--- config.mk ---
export PLATFORM = sky130hd
export DESIGN_NAME = tune_player
export DESIGN_NICKNAME = d
export VERILOG_FILES = /design/src/rtl/tune_pkg.sv /design/src/rtl/tune_rom.sv /design/src/rtl/tune_player.sv
export SDC_FILE = /design/constraint.sdc
export NUM_CORES = 1
export LEC_CHECK = 0
export CORE_AREA = 8 8 89 170
export CTS_BUF_LIST = sky130_fd_sc_hd__clkbuf_16
export DETAILED_ROUTE_END_ITERATION = 10
export DIE_AREA = 0 0 97 178
export GPL_TIMING_DRIVEN = 0
export PLACE_DENSITY = 0.47
export SYNTH_ARGS = -nofsm -noshare
export SYNTH_HDL_FRONTEND = slang
export SYNTH_SLANG_ARGS = --single-unit
export TNS_END_PERCENT = 30
--- constraint.sdc ---
create_clock -name clk -period 6.2 [get_ports clk]
set_input_delay 0.62 -clock clk [delete_from_list [all_inputs] [get_ports clk]]
set_output_delay 0.62 -clock clk [all_outputs]
set_load 0.03 [all_outputs]
--- src/rtl/tune_pkg.sv ---
// rtl/tune_pkg.sv - shared types, note constants and duration limits for the tune player
package tune_pkg;

   typedef enum logic [1:0] {
      ST_IDLE = 2'd0,
      ST_LOAD = 2'd1,
      ST_PLAY = 2'd2
   } state_t;

   localparam int NOTE_W = 16;
   localparam int LIM_W  = 25;

   localparam logic [NOTE_W-1:0] HP_REST = 16'd0;
   localparam logic [NOTE_W-1:0] HP_G6   = 16'd15944;
   localparam logic [NOTE_W-1:0] HP_C7   = 16'd11950;
   localparam logic [NOTE_W-1:0] HP_E7   = 16'd9480;
   localparam logic [NOTE_W-1:0] HP_G7   = 16'd7972;

   localparam logic [LIM_W-1:0] DUR_LIM_0 = 25'h040_0000;
   localparam logic [LIM_W-1:0] DUR_LIM_1 = 25'h080_0000;
   localparam logic [LIM_W-1:0] DUR_LIM_2 = 25'h0C0_0000;
   localparam logic [LIM_W-1:0] DUR_LIM_3 = 25'h100_0000;

   typedef struct packed {
      logic [NOTE_W-1:0] half_period;
      logic [1:0]        dur_code;
      logic              last;
   } rom_entry_t;

   function automatic logic [LIM_W-1:0] dur_limit(input logic [1:0] code);
      case (code)
         2'd0:    return DUR_LIM_0;
         2'd1:    return DUR_LIM_1;
         2'd2:    return DUR_LIM_2;
         default: return DUR_LIM_3;
      endcase
   endfunction

   function automatic rom_entry_t note(input logic [NOTE_W-1:0] hp, input logic [1:0] code,
                                       input logic last);
      rom_entry_t e;
      e.half_period = hp;
      e.dur_code    = code;
      e.last        = last;
      return e;
   endfunction

endpackage

--- src/rtl/tune_rom.sv ---
// rtl/tune_rom.sv - combinational note table indexed by tune and note index
module tune_rom
   import tune_pkg::*;
(
   input  logic [1:0] tune_sel,
   input  logic [2:0] index,
   output rom_entry_t entry
);

   // Unused slots read as a terminating rest so a bad address cannot run away.
   always_comb begin
      entry = note(HP_REST, 2'd0, 1'b1);
      case ({tune_sel, index})
         5'b00_000: entry = note(HP_G6,   2'd1, 1'b0);
         5'b00_001: entry = note(HP_C7,   2'd1, 1'b0);
         5'b00_010: entry = note(HP_E7,   2'd1, 1'b0);
         5'b00_011: entry = note(HP_G7,   2'd2, 1'b0);
         5'b00_100: entry = note(HP_E7,   2'd0, 1'b0);
         5'b00_101: entry = note(HP_G7,   2'd2, 1'b1);
         5'b01_000: entry = note(HP_G6,   2'd1, 1'b0);
         5'b01_001: entry = note(HP_REST, 2'd0, 1'b0);
         5'b01_010: entry = note(HP_G6,   2'd1, 1'b1);
         5'b10_000: entry = note(HP_C7,   2'd0, 1'b0);
         5'b10_001: entry = note(HP_E7,   2'd0, 1'b0);
         5'b10_010: entry = note(HP_G7,   2'd1, 1'b1);
         5'b11_000: entry = note(HP_REST, 2'd0, 1'b1);
         default:   entry = note(HP_REST, 2'd0, 1'b1);
      endcase
   end

endmodule

--- src/rtl/tune_player.sv ---
// rtl/tune_player.sv - piezo tune sequencer with tone generator and note duration timer
module tune_player
   import tune_pkg::*;
#(
   parameter int FAST_SIM = 1,
   parameter int HP_W     = 16,
   parameter int DUR_W    = 26
)(
   input  logic       clk,
   input  logic       rst_n,
   input  logic       go,
   input  logic [1:0] tune_sel,
   input  logic       stop,
   output logic       piezo,
   output logic       piezo_n,
   output logic       busy,
   output logic       done
);

   localparam logic [DUR_W-1:0] STEP = (FAST_SIM != 0) ? DUR_W'(16) : DUR_W'(1);

   state_t            state, state_nxt;
   logic              start, load, advance, finish, note_end;
   logic [1:0]        sel_q;
   logic [2:0]        idx_q;
   logic [HP_W-1:0]   hp_q, tone_cnt;
   logic [1:0]        code_q;
   logic              last_q;
   logic [DUR_W-1:0]  dur_cnt;
   rom_entry_t        entry;

   tune_rom u_rom (
      .tune_sel (sel_q),
      .index    (idx_q),
      .entry    (entry)
   );

   assign note_end = (dur_cnt >= DUR_W'(dur_limit(code_q)));
   assign busy     = (state != ST_IDLE);
   assign piezo_n  = ~piezo;

   always_ff @(posedge clk or negedge rst_n) begin
      if (!rst_n) state <= ST_IDLE;
      else        state <= state_nxt;
   end

   // stop outranks both a new go and a natural note end
   always_comb begin
      state_nxt = state;
      start     = 1'b0;
      load      = 1'b0;
      advance   = 1'b0;
      finish    = 1'b0;
      case (state)
         ST_IDLE: begin
            if (go && !stop) begin
               state_nxt = ST_LOAD;
               start     = 1'b1;
            end
         end
         ST_LOAD: begin
            if (stop) begin
               state_nxt = ST_IDLE;
            end else begin
               state_nxt = ST_PLAY;
               load      = 1'b1;
            end
         end
         ST_PLAY: begin
            if (stop) begin
               state_nxt = ST_IDLE;
            end else if (note_end) begin
               if (last_q) begin
                  state_nxt = ST_IDLE;
                  finish    = 1'b1;
               end else begin
                  state_nxt = ST_LOAD;
                  advance   = 1'b1;
               end
            end
         end
         default: state_nxt = ST_IDLE;
      endcase
   end

   always_ff @(posedge clk or negedge rst_n) begin
      if (!rst_n) begin
         sel_q    <= '0;
         idx_q    <= '0;
         hp_q     <= '0;
         code_q   <= '0;
         last_q   <= 1'b0;
         dur_cnt  <= '0;
         tone_cnt <= '0;
         piezo    <= 1'b0;
         done     <= 1'b0;
      end else begin
         done <= finish;
         if (start) begin
            sel_q <= tune_sel;
            idx_q <= '0;
         end
         if (advance) idx_q <= idx_q + 3'd1;
         if (load) begin
            hp_q     <= HP_W'(entry.half_period);
            code_q   <= entry.dur_code;
            last_q   <= entry.last;
            dur_cnt  <= '0;
            tone_cnt <= '0;
            piezo    <= (entry.half_period != '0);
         end else if (state == ST_PLAY && state_nxt == ST_PLAY) begin
            dur_cnt <= dur_cnt + STEP;
            if (hp_q == '0) begin
               piezo <= 1'b0;
            end else if (tone_cnt == hp_q - HP_W'(1)) begin
               tone_cnt <= '0;
               piezo    <= ~piezo;
            end else begin
               tone_cnt <= tone_cnt + HP_W'(1);
            end
         end else begin
            piezo <= 1'b0;
         end
      end
   end

endmodule

==> results of run 1 <==
[synthesized netlist by cell type, types with 3 or more instances]
cell | n | area share, %
a21oi_1 | 11 | 1.5
a221o_1 | 11 | 2.9
a31oi_1 | 4 | 0.66
and2_1 | 5 | 0.83
and3_1 | 13 | 2.2
buf_1 | 3 | 0.30
clkbuf_1 | 16 | 1.6
dfrtp_1 | 58 | 38
ha_1 | 19 | 6.3
inv_1 | 26 | 2.6
mux2_2 | 5 | 1.5
mux2i_1 | 3 | 0.80
nand2_1 | 34 | 3.4
nand2b_1 | 3 | 0.50
nand3_1 | 18 | 2.4
nand4_1 | 7 | 1.2
nor2_1 | 52 | 5.2
nor2b_1 | 8 | 1.3
nor3_1 | 12 | 1.6
nor3b_1 | 3 | 0.60
nor4_1 | 7 | 1.2
nor4b_1 | 7 | 1.6
o21ai_0 | 25 | 3.3
o31ai_1 | 4 | 0.80
or2_2 | 5 | 0.83
or3_1 | 11 | 1.8
or4_1 | 6 | 1.2
xnor2_1 | 14 | 3.3
xor2_1 | 14 | 3.3
[cells in the final DEF, fill, tap and decap left out, types with 2 or more instances in the layout]
cell             Yosys  layout
o21ai_0             25      25
or2_2                5       5
o31ai_1              4       4
nand2_1             34      34
o211ai_1             2       2
ha_1                19      19
and2_1               5       5
a221o_1             11      11
clkdlybuf4s50_1      0       8
clkbuf_1            16      16
nor3b_1              3       3
or3_1               11      11
clkinv_2             0       3
nor2b_1              8       8
xor2_1              14      14
nand3_1             18      18
nor3_1              12      12
dfrtp_1             58      58
a31oi_1              4       4
nor2_1              52      52
mux2i_1              3       3
and3_1              13      13
nand4_1              7       7
o32a_1               2       2
a21oi_1             11      11
nor4b_1              7       7
nand2b_1             3       3
inv_1               26      29
nor4_1               7       7
mux2_2               5       5
buf_4                1       2
clkbuf_16            0       9
xnor2_1             14      14
or4_1                6       6
a21o_1               2       2
buf_1                3       3
o22ai_1              2       2
[cell type report]
| type | instances | area, sq um | area share (%) |
|---|---|---|---|
| plain buffers | 22 | 95.1 | 2.21 |
| clock buffers | 9 | 225 | 5.23 |
| clock inverters | 7 | 30.0 | 0.698 |
| inverters | 26 | 97.6 | 2.27 |
| multi-input cells | 329 | 2130 | 49.4 |
| flip-flops and latches | 58 | 1450 | 33.7 |
| well taps | 152 | 190 | 4.42 |
| repair buffers | 9 | 87.6 | 2.03 |
[per-stage QoR]
stage | total power (uW) | cell area [sq um] | setup WS (ns) | utilization (%)
after floorplan | 874 | 3770 | 3.33 | -
after global placement | 1020 | 4050 | 2.41 | 31.4
after detailed placement | 1030 | 4050 | 2.46 | 31.3
after CTS | 1470 | 4300 | 2.44 | 33.3
after global routing | 1550 | 4300 | 2.11 | 33.3
final | 1450 | 4300 | 2.43 | 33.3
[sequential cells by signal (all words and copies together), names as in the netlist]
register	flops
hp_q	8
code_q	2
last_q	1
dur_cnt	22
done	1
tone_cnt	16
idx_q	3
sel_q	2
piezo	1
state	2
[path summary, 6_finish.rpt]
check	start	to	slack, ns	depth (start not counted)
max reg2reg	code_q[1]	tone_cnt[14]	2.43	12
min in group clk	last_q	last_q	0.51	2
max	code_q[1]	tone_cnt[14]	2.43	12
min reg2reg	last_q	last_q	0.51	2
min	rst_n	tone_cnt[3]	0.36	1
max in group asynchronous	rst_n	dur_cnt[8]	5.32	1
[cells by family after synthesis]
logic type	Yosys count	share of synthesized area [%]
AO/OA/AOI/OAI	77	14.1
XOR/XNOR	28	6.50
adder cells (fa/ha/maj)	19	6.30
buffers and inverters	48	5.11
flip-flops	58	38.5
multiplexers	8	2.29
AND/OR/NAND/NOR	197	27.2
[power by group]
part	switching (uW)	internal (uW)	total (uW)	leakage [uW]
clock network	168	261	429	0.000140
registers	61.1	431	492	0.000785
logic	314	212	526	0.000952
total	543	904	1450	0.00188
[routing by layer]
metal  part of all wire (%)  wire, microns
met2                     57           5630
met3                    2.4            236
met5                      0              0
met1                     37           3640
met4                    3.4            336
==> flow_summary.json, run 1 <==
{
  "fp.dieH_microns": 178,
  "synth_area_sq_um": 3770,
  "cts_resized": 0,
  "cp.arrival_ns": 4.04,
  "grt_max_degree": 59,
  "busiest_layer": "met2",
  "cts_buffers": 9,
  "ir_worst_vdd_mv": 0.155,
  "grt_pass1_wl_microns": 16300,
  "fillers": 1317,
  "path_class": "flip-flop to flip-flop",
  "drc_errors": 0,
  "worstMarginPinSlew_ns": 0.862,
  "wire_per_inst_microns": 16.1,
  "power_density_nw_per_um2": 336,
  "rsz0062_at_grt": "no",
  "syn_to_final_growth_pct": 14.1,
  "finalCritPeriodShare_pct": 60.8,
  "crit_slowest_cell": "nor3_1",
  "timing.hold.worst.class": "input pin to async pin",
  "synth_area_per_cell_sq_um": 8.67,
  "grt_pass1_vias": 3292,
  "cp_max_fo": 10,
  "syn_nets": 460,
  "overflow": 0,
  "max_cap_viol_count": 0,
  "cts_max_path_buffers": 2,
  "critPathMaxStageDelay_ns": 0.73,
  "synth_edf_count": 0,
  "seq_area_frac_synth_pct": 38.5,
  "crit_path_end_kind": "flip-flop",
  "antenna_cells": 0,
  "start_util_pct": 29.2,
  "dp_hpwl_microns": 7450,
  "met3_usage_pct": 2.29,
  "fmax_mhz": 265,
  "startpoint_type": "flip-flop",
  "cts_setup_buffers": 0,
  "cts_tree": "yes",
  "hold_ws_ns": 0.364,
  "drt-pass1-iter-count": 4,
  "dr.first_iter.drc_count": 139,
  "worstPathCellList": "inv_1 > ha_1 > inv_1 > ha_1 > nor2b_1 > o21ai_0 > nand2_1 > nor3_1 > nand2_1 > clkbuf_1 > nor4_1 > a211o_1",
  "port_buffers": 9,
  "met1_usage_pct": 10.7,
  "clock_skew_ns": 0.0102,
  "critPathTopFamily": "simple AND/OR/NAND/NOR gates",
  "cts_sinks": 58,
  "clk_pin_slew_worst_paths_ns": 0.05,
  "die_w_microns": 97,
  "leakage_uw": 0.00188,
  "cts-root-buf": "clkbuf_16",
  "drt-total-wl_microns": 9840,
  "grt_usage_pct": 11.8,
  "antenna_found_initial": 0,
  "core-area_sq_um": 12900,
  "min_period_ns": 3.77,
  "viasPerCell": 5.18,
  "setup_viol": 0,
  "gp_congestion": 0.808,
  "ctsHoldBuffers": 0,
  "insertion_delay_ns": 0.33,
  "ys_seq_elements": 58,
  "netlist_instances": 435,
  "io-pin-count": 10,
  "fin_tns_setup_ns": 0,
  "finalMaxSlewViolations": 0,
  "yosys_warnings": 0,
  "fin_cells": 612,
  "place_inst": 596,
  "final_nets": 480,
  "slew_headroom_pct": 42.1,
  "crit_buf_inv": 3,
  "status": "finished, final reports clean",
  "ys_types": 56,
  "ant_nets": 0,
  "drive_gt1_share_pct": 6.30,
  "synth-main-ff-cell": "dfrtp_1",
  "async_reset_ff_share_pct": 100,
  "grt_use_met2_pct": 23.3,
  "htree_levels": 3,
  "die_area_sq_um": 17300,
  "worstPathRequired_ns": 6.47,
  "vias": 3168,
  "rows": 59,
  "finalHoldViolCount": 0
}
(Power assumes the default switching activity.)
==> run 2, diff against run 1 <==
==> constraint.sdc (replaced) <==
create_clock -name clk -period 3.6 [get_ports clk]
set_input_delay 0.36 -clock clk [delete_from_list [all_inputs] [get_ports clk]]
set_output_delay 0.36 -clock clk [all_outputs]
set_load 0.03 [all_outputs]
==> run 2 against run 1 <==
  * Cell count stayed put
  * Largest power group unchanged
  * Count of clock-buffer cells in the layout stayed put
  * Critical endpoint is now tone_cnt[6]
  * Die area stayed put
  * Highest routed layer unchanged
==> flow_summary.json, run 2 (synthesized netlist as in run 1, its figures left out) <==
{
  "grt_pass1_wl_microns": 16300,
  "crit_path_end_kind": "flip-flop",
  "status": "finished, final reports clean",
  "critPathMaxStageDelay_ns": 0.42,
  "largest_reg_flops": 22,
  "vias": 3206,
  "worstPathRequired_ns": 3.80,
  "startpoint_type": "flip-flop",
  "place_inst": 596,
  "finalMaxSlewViolations": 0,
  "gp_congestion": 0.808,
  "drive_gt1_share_pct": 7.83,
  "wire_per_inst_microns": 16.2,
  "reg_top3": "dur_cnt (22), tone_cnt (16), hp_q (8)",
  "ant_nets": 0,
  "clock_skew_ns": 0.00959,
  "fp.dieH_microns": 178,
  "reg2reg_to": "tone_cnt[6]",
  "grt_pass1_vias": 3290,
  "cp_max_fo": 10,
  "dp_worst_setup_slack_ns": -0.143,
  "worstMarginPinSlew_ns": 0.769,
  "fmax_mhz": 292,
  "final_nets": 480,
  "leakage_uw": 0.00189,
  "rows": 59,
  "critPathTopFamily": "buffers and inverters",
  "reg2reg_slack_ns": 0.18,
  "regToRegStartpoint": "hp_q[5]",
  "port_buffers": 9,
  "syn_to_final_growth_pct": 15.3,
  "io-pin-count": 10,
  "min_period_ns": 3.42,
  "mostFrequentLayoutCells": "58 x dfrtp_1, 52 x nor2_1, 34 x nand2_1",
  "worstPathCellList": "inv_1 > ha_2 > ha_1 > inv_1 > or3_1 > xor2_2 > mux2_2 > a211oi_4 > buf_4 > buf_6 > nor3_1 > a221o_1",
  "insertion_delay_ns": 0.33,
  "critPathMostFrequentCell": "inv_1",
  "clk_pin_slew_worst_paths_ns": 0.05,
  "core-area_sq_um": 12900,
  "route.met3.wl_microns": 242,
  "drc_errors": 0,
  "htree_levels": 3,
  "drt-pass1-iter-count": 4,
  "finalCritPeriodShare_pct": 95.0,
  "viasPerCell": 5.24,
  "path_class": "flip-flop to flip-flop",
  "top_register": "dur_cnt",
  "cp.depth": 12,
  "start_util_pct": 29.2,
  "setup_viol": 0,
  "cts_tree": "yes",
  "finalHoldViolCount": 0,
  "grt_usage_pct": 11.8,
  "drt-total-wl_microns": 9920,
  "antenna_found_initial": 0,
  "power_density_nw_per_um2": 580,
  "fin_total_pwr_uw": 2520,
  "placed_cell_area_sq_um": 4050,
  "route.top_layer_used": "met4",
  "overflow": 0,
  "fin_tns_setup_ns": 0,
  "cp.arrival_ns": 3.63,
  "drt-met1-wl_microns": 3670,
  "die_area_sq_um": 17300,
  "dr.first_iter.drc_count": 127,
  "layout_commonest_cell": "dfrtp_1",
  "stdcell_area_sq_um": 4350,
  "cts_max_path_buffers": 2,
  "crit_slowest_cell": "or3_1",
  "timing.hold.worst.class": "input pin to async pin",
  "max_cap_viol_count": 0,
  "cts_sinks": 58,
  "cts_buffers": 9,
  "cts-root-buf": "clkbuf_16",
  "rsz0062_at_grt": "no",
  "antenna_cells": 0,
  "fin_cells": 612,
  "die_w_microns": 97,
  "dp_hpwl_microns": 7450,
  "crit_buf_inv": 4,
  "dr_wl_met2_microns": 5760,
  "finalWorstSetupSlack_ns": 0.179,
  "slew_headroom_pct": 48.7,
  "ir_worst_vdd_mv": 0.266,
  "worstRegToRegCells": 12,
  "fillers": 1313,
  "grt_max_degree": 59
}
-- run 2: how the worst max path moves through the flow --
stage                     slack [ns]            to  startpoint
after detailed placement       -0.14  tone_cnt[13]   code_q[1]
after floorplan                 0.73  tone_cnt[10]   code_q[1]
after CTS                       0.02   tone_cnt[6]     hp_q[5]
after global placement         -0.12  tone_cnt[13]   code_q[1]
after global routing           0.009   tone_cnt[6]     hp_q[5]
final                           0.18   tone_cnt[6]     hp_q[5]
-- run 2: report_power, final --
part	leakage [uW]	internal, uW	total, uW	switching [uW]
Sequential	0.000785	742	848	106
Combinational	0.000960	373	935	562
Clock	0.000140	450	737	287
-- run 2: area by class of cell --
cell class	instances	area [sq um]	area share, %
inverters	26	97.6	2.25
flip-flops and latches	58	1450	33.4
multi-input cells	329	2170	49.9
well taps	152	190	4.38
plain buffers	22	97.6	2.25
clock buffers	9	225	5.18
clock inverters	7	30.0	0.691
repair buffers	9	87.6	2.01
-- run 2: layer usage --
metal / GRT usage, % / vias to the layer above
li1: - / 1588
met1: 10.8 / 1556
met2: 23.3 / 47
met3: 2.33 / 15
met4: 6.71 / 0
met5: 0 / -
-- run 2: repair_timing --
action / CTS / global route
pin swaps: 0 / 0
hold endpoints to repair: 0 / 0
gates resized for setup: 2 / 9
setup endpoints to repair: 14 / 16
setup buffers: 0 / 0
hold buffers: 0 / 0
-- run 2: stage by stage --
step           hold WS, ns  utilization, %
2_1_floorplan       0.0644               -
3_3_place_gp         0.493            31.4
3_5_place_dp         0.504            31.3
4_1_cts              0.145            33.4
5_1_grt              0.180            33.6
6_report             0.105            33.6
==> run 3, diff against run 2 <==
--- a/config.mk
+++ b/config.mk
@@ -9,8 +9,10 @@
 export CTS_BUF_LIST = sky130_fd_sc_hd__clkbuf_16
 export DETAILED_ROUTE_END_ITERATION = 10
 export DIE_AREA = 0 0 97 178
+export GPL_ROUTABILITY_DRIVEN = 0
 export GPL_TIMING_DRIVEN = 0
 export PLACE_DENSITY = 0.47
+export SETUP_SLACK_MARGIN = 0.5
 export SYNTH_ARGS = -nofsm -noshare
 export SYNTH_HDL_FRONTEND = slang
 export SYNTH_SLANG_ARGS = --single-unit
==> run 3 against run 2 <==
  * Design area increased by 5.7%
  * Cell count grew 2.1%
  * Clock skew decreased by 0.00050 ns
  * Die area unchanged
  * Combinational power up 19%
  * Count of clock-buffer cells in the layout stayed put
  * Via count increased by 2.6%
  * Clock power increased by 1%
  * Wire length up 2.6%
==> flow_summary.json, run 3 (synthesized netlist as in run 1, its figures left out) <==
{
  "vias": 3290,
  "dp_hpwl_microns": 7450,
  "grt_max_degree": 59,
  "cts_max_path_buffers": 2,
  "die_area_sq_um": 17300,
  "drive_gt1_share_pct": 15.0,
  "wire_per_inst_microns": 16.3,
  "setup_viol": 0,
  "stdcell_area_sq_um": 4600,
  "ir_worst_vdd_mv": 0.270,
  "clock_skew_ns": 0.00908,
  "viasPerCell": 5.26,
  "worstRegToRegCells": 8,
  "leakage_uw": 0.00198,
  "ctsHoldBuffers": 0,
  "htree_levels": 3,
  "fmax_mhz": 334,
  "regToRegStartpoint": "hp_q[10]",
  "min_period_ns": 2.99,
  "crit_path_end_kind": "flip-flop",
  "largest_reg_flops": 22,
  "grt_usage_pct": 12.0,
  "grt_pass1_wl_microns": 16600,
  "reg2reg_slack_ns": 0.61,
  "syn_to_final_growth_pct": 21.9,
  "cp.arrival_ns": 3.20,
  "grt_pass1_vias": 3319,
  "dr.first_iter.drc_count": 159,
  "overflow": 0,
  "slew_headroom_pct": 48.2,
  "fillers": 1290,
  "clk_pin_slew_worst_paths_ns": 0.05,
  "register_area_sq_um": 1460,
  "top_register": "dur_cnt",
  "final_nets": 493,
  "cts_buffers": 9,
  "die_w_microns": 97,
  "multiInputGateArea_sq_um": 2300,
  "cp-startpoint": "hp_q[10]",
  "power_density_nw_per_um2": 588,
  "cts_tree": "yes",
  "ant_nets": 0,
  "rsz0062_at_grt": "yes",
  "io-pin-count": 10,
  "timing.hold.worst.class": "input pin to async pin",
  "core-area_sq_um": 12900,
  "drt-pass1-iter-count": 4,
  "layout_commonest_cell": "dfrtp_1",
  "drc_errors": 0,
  "finalMaxSlewViolations": 0,
  "path_class": "flip-flop to flip-flop",
  "drt-total-wl_microns": 10200,
  "mostFrequentLayoutCells": "54 x dfrtp_1, 51 x nor2_1, 33 x nand2_1",
  "hold_ws_ns": 0.105,
  "reg2reg_to": "tone_cnt[12]",
  "antenna_found_initial": 0,
  "cp_max_fo": 10,
  "worstMarginPinSlew_ns": 0.777,
  "finalCritPeriodShare_pct": 83.1,
  "rows": 59,
  "placed_cell_area_sq_um": 4050,
  "start_util_pct": 29.2,
  "cts-root-buf": "clkbuf_16",
  "finalHoldViolCount": 0,
  "fp.dieH_microns": 178,
  "startpoint_type": "flip-flop",
  "post-route-util_pct": 35.6,
  "worstPathRequired_ns": 3.81,
  "insertion_delay_ns": 0.33,
  "reg_top3": "dur_cnt (22), tone_cnt (16), hp_q (8)",
  "endpoint": "tone_cnt[12]",
  "fin_tns_setup_ns": 0,
  "cts_sinks": 58,
  "antenna_cells": 0,
  "fin_total_pwr_uw": 2700,
  "port_buffers": 9,
  "max_cap_viol_count": 0,
  "status": "finished, final reports clean"
}
[run 3: cell count changes in the layout (fill, tap and decap cells not counted), sizes merged]
cell / before / now
buf: 7 / 20
[run 3: where the power goes]
part | total, uW | internal (uW) | switching [uW]
Combinational | 1110 | 490 | 615
Clock | 745 | 450 | 295
Sequential | 852 | 746 | 106
Total | 2700 | 1690 | 1020
[run 3: worst min path at each step]
stage / to / slack (ns) / depth (start not counted)
final: tone_cnt[3] / 0.10 / 1
after floorplan: code_q[0] / 0.06 / 0
after CTS: tone_cnt[4] / 0.15 / 1
after detailed placement: last_q / 0.50 / 2
after global routing: tone_cnt[3] / 0.18 / 1
after global placement: last_q / 0.49 / 2
[run 3: worst max-delay path, stage by stage, from the launching register on]
cell and delay, ns:
dfrtp_2 0.45, or4_4 0.54, or4_4 0.51, a211oi_4 0.25, o2bb2ai_2 0.11, a211oi_4 0.34
nor2_1 0.13, buf_4 0.20, a221o_1 0.33
[run 3: metal layers]
| layer | routed length [microns] | GRT usage, % | part of all wire, % |
|---|---|---|---|
| met3 | 198 | 1.59 | 1.9 |
| met5 | 0 | 0 | 0 |
| met2 | 5790 | 23.9 | 57 |
| met4 | 465 | 7.68 | 4.6 |
| met1 | 3720 | 11.0 | 37 |
[run 3: cell type report]
class                   instances  share of cell area (%)
repair buffers                 22                    4.03
inverters                      26                    2.12
multi-input cells             329                    50.0
flip-flops and latches         58                    31.7
clock inverters                 7                   0.653
well taps                     152                    4.14
clock buffers                   9                    4.90
plain buffers                  22                    2.48
[run 3: per-stage QoR]
| stage | instances | setup WS (ns) |
|---|---|---|
| finish | 625 | 0.608 |
| global placement | 596 | -0.121 |
| global route | 625 | 0.484 |
| floorplan | 435 | 0.732 |
| detailed placement | 596 | -0.143 |
| CTS | 617 | 0.504 |
[run 3: timing repair]
item,4_1_cts,5_1_grt
endpoints found under the setup margin,17,21
gates resized for setup,21,27
pin swaps,2,5
setup buffers,5,8
